**config.mk**
```make
export PLATFORM = sky130hd
export DESIGN_NAME = regfile_io
export DESIGN_NICKNAME = d
export VERILOG_FILES = /design/src/rtl/regfile_io.sv
export SDC_FILE = /design/constraint.sdc
export NUM_CORES = 1
export LEC_CHECK = 0
export CORE_MARGIN = 4
export CORE_UTILIZATION = 58
export DETAILED_ROUTE_END_ITERATION = 7
export HOLD_SLACK_MARGIN = 0.06
export PLACE_DENSITY = 0.82
export SYNTH_ARGS = -nofsm -noshare
export SYNTH_HDL_FRONTEND = slang
export SYNTH_SLANG_ARGS = --single-unit
```
**constraint.sdc**
```tcl
create_clock -name clk -period 6.2 [get_ports clk]
set_input_delay 1.86 -clock clk [delete_from_list [all_inputs] [get_ports clk]]
set_output_delay 1.86 -clock clk [all_outputs]
set_load 0.02 [all_outputs]
```
**src/rtl/regfile_io.sv**
```systemverilog
// regfile_io: picoMIPS register file. %0 reads zero, %1 is a handshaked
// input-port register, %2 is an output port backed by a FIFO, and the
// remaining addresses are general-purpose registers.
module regfile_io #(
  parameter int unsigned N         = 8,
  parameter int unsigned NREGS     = 8,
  parameter int unsigned AW        = $clog2(NREGS),
  parameter int unsigned OUT_DEPTH = 4
) (
  input  logic          clk,
  input  logic          nrst,
  input  logic          w,
  input  logic [N-1:0]  write_data,
  input  logic [AW-1:0] r_dest,
  input  logic [AW-1:0] r_source,
  input  logic          in_consume,
  output logic [N-1:0]  rd_data,
  output logic [N-1:0]  rs_data,
  input  logic [N-1:0]  in_data,
  input  logic          in_valid,
  output logic          in_ready,
  output logic [N-1:0]  out_data,
  output logic          out_valid,
  input  logic          out_ready,
  output logic          stall
);

  localparam int unsigned PW = (OUT_DEPTH > 1) ? $clog2(OUT_DEPTH) : 1;
  localparam int unsigned CW = $clog2(OUT_DEPTH + 1);

  logic [N-1:0]  gpr_q [NREGS];
  logic [N-1:0]  fifo_q [OUT_DEPTH];
  logic [N-1:0]  last_out_q;
  logic [N-1:0]  in_reg_q;
  logic          in_full_q, in_full_d;
  logic [PW-1:0] wr_ptr_q, wr_ptr_d;
  logic [PW-1:0] rd_ptr_q, rd_ptr_d;
  logic [CW-1:0] cnt_q, cnt_d;

  logic fifo_full, push, pop, gpr_we, capture, consume;

  // Pointer advance wrapping modulo OUT_DEPTH (also correct for depth 1).
  function automatic logic [PW-1:0] ptr_inc(input logic [PW-1:0] p);
    return (p == PW'(OUT_DEPTH - 1)) ? '0 : p + PW'(1);
  endfunction

  // Address decode shared by both read ports.
  function automatic logic [N-1:0] decode(input logic [AW-1:0] a,
                                          input logic [N-1:0]  in_word,
                                          input logic [N-1:0]  last_word,
                                          input logic [N-1:0]  gpr_word);
    if (a == AW'(0))      return '0;
    else if (a == AW'(1)) return in_word;
    else if (a == AW'(2)) return last_word;
    else                  return gpr_word;
  endfunction

  // Combinational read ports; no write-to-read bypass.
  always_comb begin
    rd_data = decode(r_dest,   in_reg_q, last_out_q, gpr_q[r_dest]);
    rs_data = decode(r_source, in_reg_q, last_out_q, gpr_q[r_source]);
  end

  // Handshake outputs, stall, and next-state for the control registers.
  always_comb begin
    fifo_full = (cnt_q == CW'(OUT_DEPTH));
    in_ready  = !in_full_q;
    out_valid = (cnt_q != '0);
    out_data  = out_valid ? fifo_q[rd_ptr_q] : '0;
    stall     = (w && (r_dest == AW'(2)) && fifo_full) || (in_consume && !in_full_q);

    push    = w && !stall && (r_dest == AW'(2));
    gpr_we  = w && !stall && (r_dest > AW'(2));
    pop     = out_valid && out_ready;
    capture = in_valid && !in_full_q;
    consume = in_consume && in_full_q && !stall;

    wr_ptr_d  = push ? ptr_inc(wr_ptr_q) : wr_ptr_q;
    rd_ptr_d  = pop  ? ptr_inc(rd_ptr_q) : rd_ptr_q;
    cnt_d     = cnt_q;
    if (push && !pop)      cnt_d = cnt_q + CW'(1);
    else if (pop && !push) cnt_d = cnt_q - CW'(1);

    in_full_d = in_full_q;
    if (capture)      in_full_d = 1'b1;
    else if (consume) in_full_d = 1'b0;
  end

  // State update; reset discards all contents including in-flight FIFO data.
  always_ff @(posedge clk or negedge nrst) begin
    if (!nrst) begin
      for (int i = 0; i < int'(NREGS); i++)     gpr_q[i]  <= '0;
      for (int i = 0; i < int'(OUT_DEPTH); i++) fifo_q[i] <= '0;
      last_out_q <= '0;
      in_reg_q   <= '0;
      in_full_q  <= 1'b0;
      wr_ptr_q   <= '0;
      rd_ptr_q   <= '0;
      cnt_q      <= '0;
    end else begin
      if (gpr_we) gpr_q[r_dest] <= write_data;
      if (push) begin
        fifo_q[wr_ptr_q] <= write_data;
        last_out_q       <= write_data;
      end
      if (capture) in_reg_q <= in_data;
      in_full_q <= in_full_d;
      wr_ptr_q  <= wr_ptr_d;
      rd_ptr_q  <= rd_ptr_d;
      cnt_q     <= cnt_d;
    end
  end

endmodule

```
## Word-level counts from Yosys, hierarchy flattened

Cells that the tools add are included.

| storage, ports and cells | value |
|---|---|
| bits in registers | 120 |
| word-level logic and storage cells | 92 |
| output and inout port bits | 27 |
| input bits | 28 |

| cells by class | value |
|---|---|
| order comparisons | 7 |
| muxes and demuxes | 28 |
| reductions and logical operators | 24 |
| equality and inequality tests | 7 |
| add/sub/neg operators | 4 |
| bitwise logic cells | 4 |

Operator list:

| cell | count |
|---|---|
| 2-to-1 mux 8 bit | 15 |
| bitwise mux 64 bit | 1 |
| binary-select mux 8 bit (select 3 bit) | 2 |
| bitwise mux 32 bit | 1 |
| demux 8 bit (select 3 bit) | 1 |
| binary-select mux 8 bit (select 2 bit) | 1 |
| demux 8 bit (select 2 bit) | 1 |
| logical AND 1 bit | 14 |
| >= comparator 4 bit, second input constant | 2 |
| inverter 3 -> 4 bit | 2 |
| equality test 3 x 1 -> 1 bit, second input constant | 2 |
| equality test 3 x 2 -> 1 bit, second input constant | 2 |
| >= comparator 3 bit, second input constant | 2 |
| logical NOT 3 bit | 2 |
| 2-to-1 mux 3 bit | 2 |
| inverter 2 -> 3 bit | 2 |
| adder 2 x 1 -> 2 bit, second input constant | 2 |
| equality test 2 bit, second input constant | 2 |
| logical NOT 1 bit | 4 |
| less-than comparator 4 x 1 -> 1 bit, second input constant | 1 |
| 2-to-1 mux 2 bit | 2 |
| nonzero test 2 bit | 2 |
| adder 3 x 1 -> 3 bit, second input constant | 1 |
| equality test 3 bit, second input constant | 1 |
| other kinds (6) | 7 |

## Depth between registers and ports, before layout

Gate-level depths: netlist of the first run.

| depth | value |
|---|---|
| depth after elaboration | 11 |
| mapped depth | 11 |
| depth with buffers taken out | 8 |

## Least setup slack after synthesis of the first run

Ideal clock, no wire load.

| timing | value |
|---|---|
| kind | input to output |
| from | in r_source[2] |
| to | out rs_data[7] |
| buffers on the path | 2 |
| stages | 5 |
| arrival time | 3.099 ns |
| data required time | 4.340 ns |
| path slack | 1.241 ns |
| path through | buf_2 buf_2 mux4_2 nand2_1 o21ai_0 |

| between the ends | value |
|---|---|
| longest elaborated chain between the ends | 7 |

Ends and longest elaborated chain:

| element | RTL line | source |
|---|---|---|
| start: declaration | 15 | `input logic [AW-1:0] r_source,` |
| inverter 3 -> 4 bit (not written as such) | 61 | `rs_data = decode(r_source, in_reg_q, last_out_q, gpr_q[r_source]);` |
| binary-select mux 8 bit (select 3 bit) | 61 |  |
| 2-to-1 mux 8 bit (not written as such) (2 in a row) | 61 |  |
| 2-to-1 mux 8 bit | 54 | `else if (a == AW'(2)) return last_word;` |
| 2-to-1 mux 8 bit | 53 | `else if (a == AW'(1)) return in_word;` |
| 2-to-1 mux 8 bit * | 52 | `if (a == AW'(0)) return '0;` |
| end: declaration | 18 | `output logic [N-1:0] rs_data,` |

Mark *: on every way between the ends. The rest lies on a longest branch, timed or not. The select of a mux whose other input is x is not followed.

## Worst setup path after layout of the first run

| timing | value |
|---|---|
| from | in r_dest[0] |
| to | out rd_data[5] |

| between the ends | value |
|---|---|
| longest elaborated chain between the ends | 7 |

Ends and longest elaborated chain:

| element | RTL line | source |
|---|---|---|
| start: declaration | 14 | `input logic [AW-1:0] r_dest,` |
| inverter 3 -> 4 bit (not written as such) | 60 | `rd_data = decode(r_dest, in_reg_q, last_out_q, gpr_q[r_dest]);` |
| binary-select mux 8 bit (select 3 bit) | 60 |  |
| 2-to-1 mux 8 bit (not written as such) (2 in a row) | 60 |  |
| 2-to-1 mux 8 bit | 54 |  |
| 2-to-1 mux 8 bit | 53 |  |
| 2-to-1 mux 8 bit * | 52 |  |
| end: declaration | 17 | `output logic [N-1:0] rd_data,` |

Marks and branches as above.

==> impl_metrics.json, run 1 <==
{
  "status": "finished, final reports clean",
  "drc_errors": 0,
  "timing.final.crit_share_pct": 97.51,
  "register_area_sq_um": 2402,
  "yosysMostFrequentCell": "mux2_2",
  "drt-total-wl_um": 10920,
  "io_buffers": 54,
  "yosys-top-cells-area": "dfrtp_1, mux2_2, mux4_2",
  "leakage_nw": 2.507,
  "synth_top_area_share_pct": 46.91,
  "power_density_nw_per_um2": 383.8,
  "io_pins": 55,
  "grt_pass1_vias": 3433,
  "cp-end-kind": "output pin",
  "slew_viol_final": 0,
  "critical_path_class": "input pin to output pin",
  "core_area_sq_um": 8636,
  "yosys.area.top_type": "dfrtp_1",
  "cp_max_fo": 7,
  "die_x_um": 102.0,
  "fin_crit_ps": 6045,
  "cts.repair.resized": 0,
  "drv_cap": 0,
  "grt_max_degree": 57,
  "antenna_left": 0,
  "cts_setup_buffers": 0,
  "drive_above_1_share_pct": 40.00,
  "num_antenna_cells": 0,
  "setup_viol": 0,
  "nets": 450,
  "synth_edf_count": 0,
  "grt_util_all_layers_pct": 22.76,
  "hold_slack_ps": 506.3,
  "worstPathRequired_ps": 4340,
  "synth_seq_area_share_pct": 46.91,
  "cts_max_level": 3,
  "antenna_found_initial": 0,
  "dp_hpwl_um": 7698,
  "rsz0062_at_grt": "false",
  "netlist_top_cells_count": "mux2_2, dfrtp_1, mux4_2, inv_1",
  "tritoncts": "yes",
  "fin_setup_tns_ps": 0,
  "rows": 34,
  "grt_pass1_wl_um": 18090,
  "cts-root-buf": "clkbuf_8",
  "cts_buffers": 9,
  "area_growth_pct": 15.32,
  "first_pass_iters": 4,
  "clk_latency_ps": 370,
  "viasPerCell": 6.153,
  "die_y_um": 102.0,
  "yosys_register_bits": 96,
  "clock-sinks": 96,
  "start_util_pct": 59.30,
  "cts_buffer_depth": 2,
  "route.detailed.wl_per_inst_um": 20.68,
  "num_vias": 3249,
  "finalHoldViolations": 0,
  "startpoint_type": "input pin",
  "syn_area_per_cell_sq_um": 13.73,
  "skew_ps": 12.09,
  "ys.warnings.count": 0,
  "overflow": 0,
  "syn_area_sq_um": 5121,
  "fmax_mhz": 165.4,
  "drt_iter0_markers": 127,
  "ys_types": 40,
  "hold_buffers": 0,
  "multiInputGateArea_sq_um": 2516,
  "tightest_slew_ps": 884.4,
  "gp_congestion": 0.8888,
  "ir_drop_mv": 0.2028,
  "synth_ff_type": "dfrtp_1",
  "slew_headroom_pct": 40.92,
  "path_clk_slew_ps": 100,
  "arrival_ps": 4190,
  "synth_nets": 408,
  "async_flop_share_pct": 100.0,
  "fillers": 612,
  "hold_path.class": "flop to flop",
  "syn_inst": 373,
  "dieArea_sq_um": 10400
}
-- power by group --
| part | internal [mW] | total, mW | switching [mW] |
|---|---|---|---|
| combinational | 0.509 | 0.837 | 0.328 |
| sequential | 0.839 | 1.02 | 0.183 |
| clock | 0.167 | 0.407 | 0.240 |
-- state kept, by name (all words and copies together) (netlist names) --
| signal | flops |
|---|---|
| gpr_q | 40 |
| fifo_q | 32 |
| in_reg_q | 8 |
| last_out_q | 8 |
| cnt_q | 3 |
| rd_ptr_q | 2 |
| wr_ptr_q | 2 |
| in_full_q | 1 |
-- kinds of logic (layout without fill, tap and decap cells) --
family | Yosys count | count (layout) | share of synthesized area (%)
adders and majority gates | 7 | 7 | 1.857
and+or+nand+nor | 54 | 54 | 7.379
xor gates and xnor gates | 3 | 3 | 0.5132
buffers and inverters | 43 | 90 | 3.958
AOI/OAI and AO/OA | 36 | 36 | 5.155
DFF | 96 | 96 | 46.91
muxes | 134 | 134 | 34.23
-- through the flow --
stage	power [mW]	instances	setup slack (ps)	utilization, %	instance area (sq um)
global route	2.406	528	136.5	68.39	5906
detailed placement	1.871	512	276.1	66.07	5705
finish	2.266	528	154.7	68.39	5906
floorplan	1.583	373	1241	-	5121
CTS	2.287	528	249.6	68.39	5906
global placement	1.835	512	256.9	66.07	5705
-- layer usage --
metal  track usage (%)  wire length, um  up-vias
met5                 0                0        -
met4             4.440              162        0
met3             5.256              626       13
met2             38.03             5535       95
met1             30.95             4595     1687
li1                  -                -     1454
-- final timing paths --
path                           start  depth (start not counted)     endpoint  slack (ps)
max                        r_dest[0]                          6   rd_data[5]         150
min                        fifo_q[9]                          1    fifo_q[9]         510
max reg2reg                 cnt_q[0]                          6     cnt_q[1]        3800
min reg2reg                fifo_q[9]                          1    fifo_q[9]         510
max in group asynchronous       nrst                          2   fifo_q[18]        3650
min in group asynchronous       nrst                          1  in_reg_q[4]        1460
-- worst max-delay path, stage by stage --
cell             delay (ps)
clkdlybuf4s50_1         730
buf_4                   250
mux2i_1                 370
nor2_1                  150
a221o_1                 290
clkdlybuf4s50_1         540
-- layout make-up --
cell class / instances / area share, %
repair buffers: 61 / 10.21
well taps: 108 / 2.288
flip-flops and latches: 96 / 40.68
clock inverters: 6 / 1.059
inverters: 13 / 0.8263
multi-input cells: 234 / 42.61
clock buffers: 10 / 2.331
-- layout by cell type, fill, tap and decap left out, types with 2 or more instances in the layout --
cell type / count
a21oi_1: 8
a221o_1: 2
a221oi_1: 8
a22oi_1: 8
and2_1: 8
buf_4: 7
clkbuf_8: 10
clkdlybuf4s50_1: 53
clkinv_4: 2
dfrtp_1: 96
ha_1: 6
inv_1: 13
inv_6: 2
mux2_2: 103
mux2_4: 9
mux2i_1: 3
mux4_2: 19
nand2_1: 10
nand2b_1: 3
nand3b_1: 2
nand4_2: 4
nor2_1: 10
nor2b_1: 6
nor3_4: 4
o21ai_0: 3
o221ai_1: 3
o2bb2ai_1: 2
xor2_1: 2
No activity file was read; power rests on OpenSTA's default activity.
==> run 2: changes to the inputs <==
CORE_UTILIZATION = 45   (was 58)
PLACE_DENSITY = not set   (was 0.82)
PLACE_DENSITY_LB_ADDON = 0.1   (was not set)
==> run 2 against run 1 <==
Clock skew shrank 7.4 ps. Utilization shrank 13 points. Final cell count grew 7.0%. Largest cell class unchanged. Highest routed layer unchanged.
==> impl_metrics.json, run 2 (synthesis gave the netlist of run 1 again) <==
{
  "p_int_mw": 1.736,
  "cts-root-buf": "clkbuf_16",
  "tritoncts": "yes",
  "largest_register_ffs": 40,
  "die_x_um": 114.7,
  "fin_crit_ps": 5947,
  "hold_path.class": "flop to flop",
  "antenna_left": 0,
  "cts_setup_buffers": 0,
  "cts_max_level": 3,
  "dieArea_sq_um": 13150,
  "power_density_nw_per_um2": 403.8,
  "cp_max_fo": 11,
  "die_y_um": 114.7,
  "setup_ws_ps": 253.3,
  "drive_above_1_share_pct": 40.71,
  "grt_pass1_vias": 3467,
  "grt_pass1_wl_um": 19020,
  "regMostFlops": "gpr_q",
  "cts_buffer_depth": 2,
  "top_regs": "gpr_q: 40 flops, fifo_q: 32 flops",
  "leakage_nw": 2.586,
  "place_ws_ps": 251.2,
  "timing.final.crit_share_pct": 95.92,
  "worstPathRequired_ps": 4340,
  "skew_ps": 4.699,
  "grt_max_degree": 59,
  "totalPowerFinal_mw": 2.468,
  "drc_errors": 0,
  "ir_drop_mv": 0.2194,
  "grt_util_all_layers_pct": 18.96,
  "rsz0062_at_grt": "false",
  "final_common_cell": "mux2_2",
  "drt-total-wl_um": 11430,
  "antenna_found_initial": 0,
  "clk_latency_ps": 340,
  "postLayoutCoreUtil_pct": 55.65,
  "p_comb_share_pct": 33.4,
  "startpoint_type": "input pin",
  "nets": 455,
  "slew_viol_final": 0,
  "overflow": 0,
  "io_pins": 55,
  "layout_common_cells": "mux2_2, dfrtp_1, clkdlybuf4s50_1",
  "arrival_ps": 4090,
  "fmax_mhz": 168.2,
  "num_vias": 3165,
  "gp_congestion": 0.8482,
  "pwr-share-seq_pct": 41.3,
  "tightest_slew_ps": 917.8,
  "cp-end-kind": "output pin",
  "drv_cap": 0,
  "start_util_pct": 46.63,
  "io_buffers": 54,
  "clockPowerShare_pct": 25.3,
  "slew_headroom_pct": 38.69,
  "viasPerCell": 5.602,
  "first_pass_iters": 4,
  "hold_buffers": 0,
  "fin_setup_tns_ps": 0,
  "cts_buffers": 9,
  "sw_frac_of_total_pct": 29.68,
  "rows": 38,
  "dp_hpwl_um": 7969,
  "fillers": 900,
  "placed_cell_area_sq_um": 5771,
  "p_sw_uw": 732.6,
  "status": "finished, final reports clean",
  "area_growth_pct": 19.35,
  "route.detailed.wl_per_inst_um": 20.24,
  "setup_viol": 0,
  "fin_area_sq_um": 6112,
  "num_antenna_cells": 0,
  "finalHoldViolations": 0,
  "core_area_sq_um": 10980,
  "path_clk_slew_ps": 60,
  "clock-sinks": 96,
  "drt_iter0_markers": 162,
  "cts.repair.resized": 0,
  "critical_path_class": "input pin to output pin"
}
## run 2: cell count changes in the layout (fill, tap and decap cells not counted), sizes merged
| cell | delta |
|---|---|
| clkbuf | +2 |
| clkinv | -3 |
| bufinv | +2 |
| inv | -3 |
| buf | +5 |
| clkinvlp | +2 |
## run 2: area by class of cell
cell class                 count  area, sq um  area share (%)
tap                          140        175.2           2.866
inverter                      13        48.80          0.7984
multi-input combinational    234         2516           41.17
clock inverter                 4        75.07           1.228
sequential                    96         2402           39.30
timing repair buffer          66        628.1           10.28
clock buffer                  12        266.5           4.360
## run 2: path summary, 6_finish.rpt
kind                            from    endpoint  slack, ps  cells past startpoint
setup reg to reg            cnt_q[0]    cnt_q[1]       3810                      6
max in group asynchronous       nrst   gpr_q[31]       3600                      2
setup / recovery           r_dest[0]  rd_data[5]        250                      6
min in group asynchronous       nrst    cnt_q[1]       1490                      1
hold / removal             fifo_q[5]   fifo_q[5]        500                      1
hold reg to reg            fifo_q[5]   fifo_q[5]        500                      1
## run 2: routing by layer
metal  wire length, um  part of all wire, %  global-route usage, %
met1              5393                   47                  27.13
met5                 0                    0                      0
met2              5475                   48                  29.69
met4               157                  1.4                  6.413
met3               407                  3.6                  2.748
## run 2: power by group through the flow
stage	registers, mW	logic (mW)	clock network [mW]
final	1.02	0.825	0.624
after CTS	1.02	0.840	0.641
after global routing	1.05	0.907	0.662
after floorplan	0.947	0.636	0
after global placement	1.03	0.823	0
after detailed placement	1.03	0.835	0
## run 2: stage by stage
stage | hold slack, ps | std cells
after global placement | 481.7 | 549
after detailed placement | 487.2 | 549
after CTS | 502.5 | 565
after global routing | 520.3 | 565
final | 500.9 | 565
after floorplan | 467.9 | 373
## run 2: worst max-delay path, stage by stage
cell             delay [ps]
clkdlybuf4s50_1         660
buf_4                   270
mux2i_1                 320
nor2_1                  130
a221o_1                 290
clkdlybuf4s50_1         540
==> run 3: changes to the inputs <==
SETUP_SLACK_MARGIN = 0.02   (was not set)
==> results of run 3 <==
The final DEF is identical to that of run 2; final timing and power are the same.
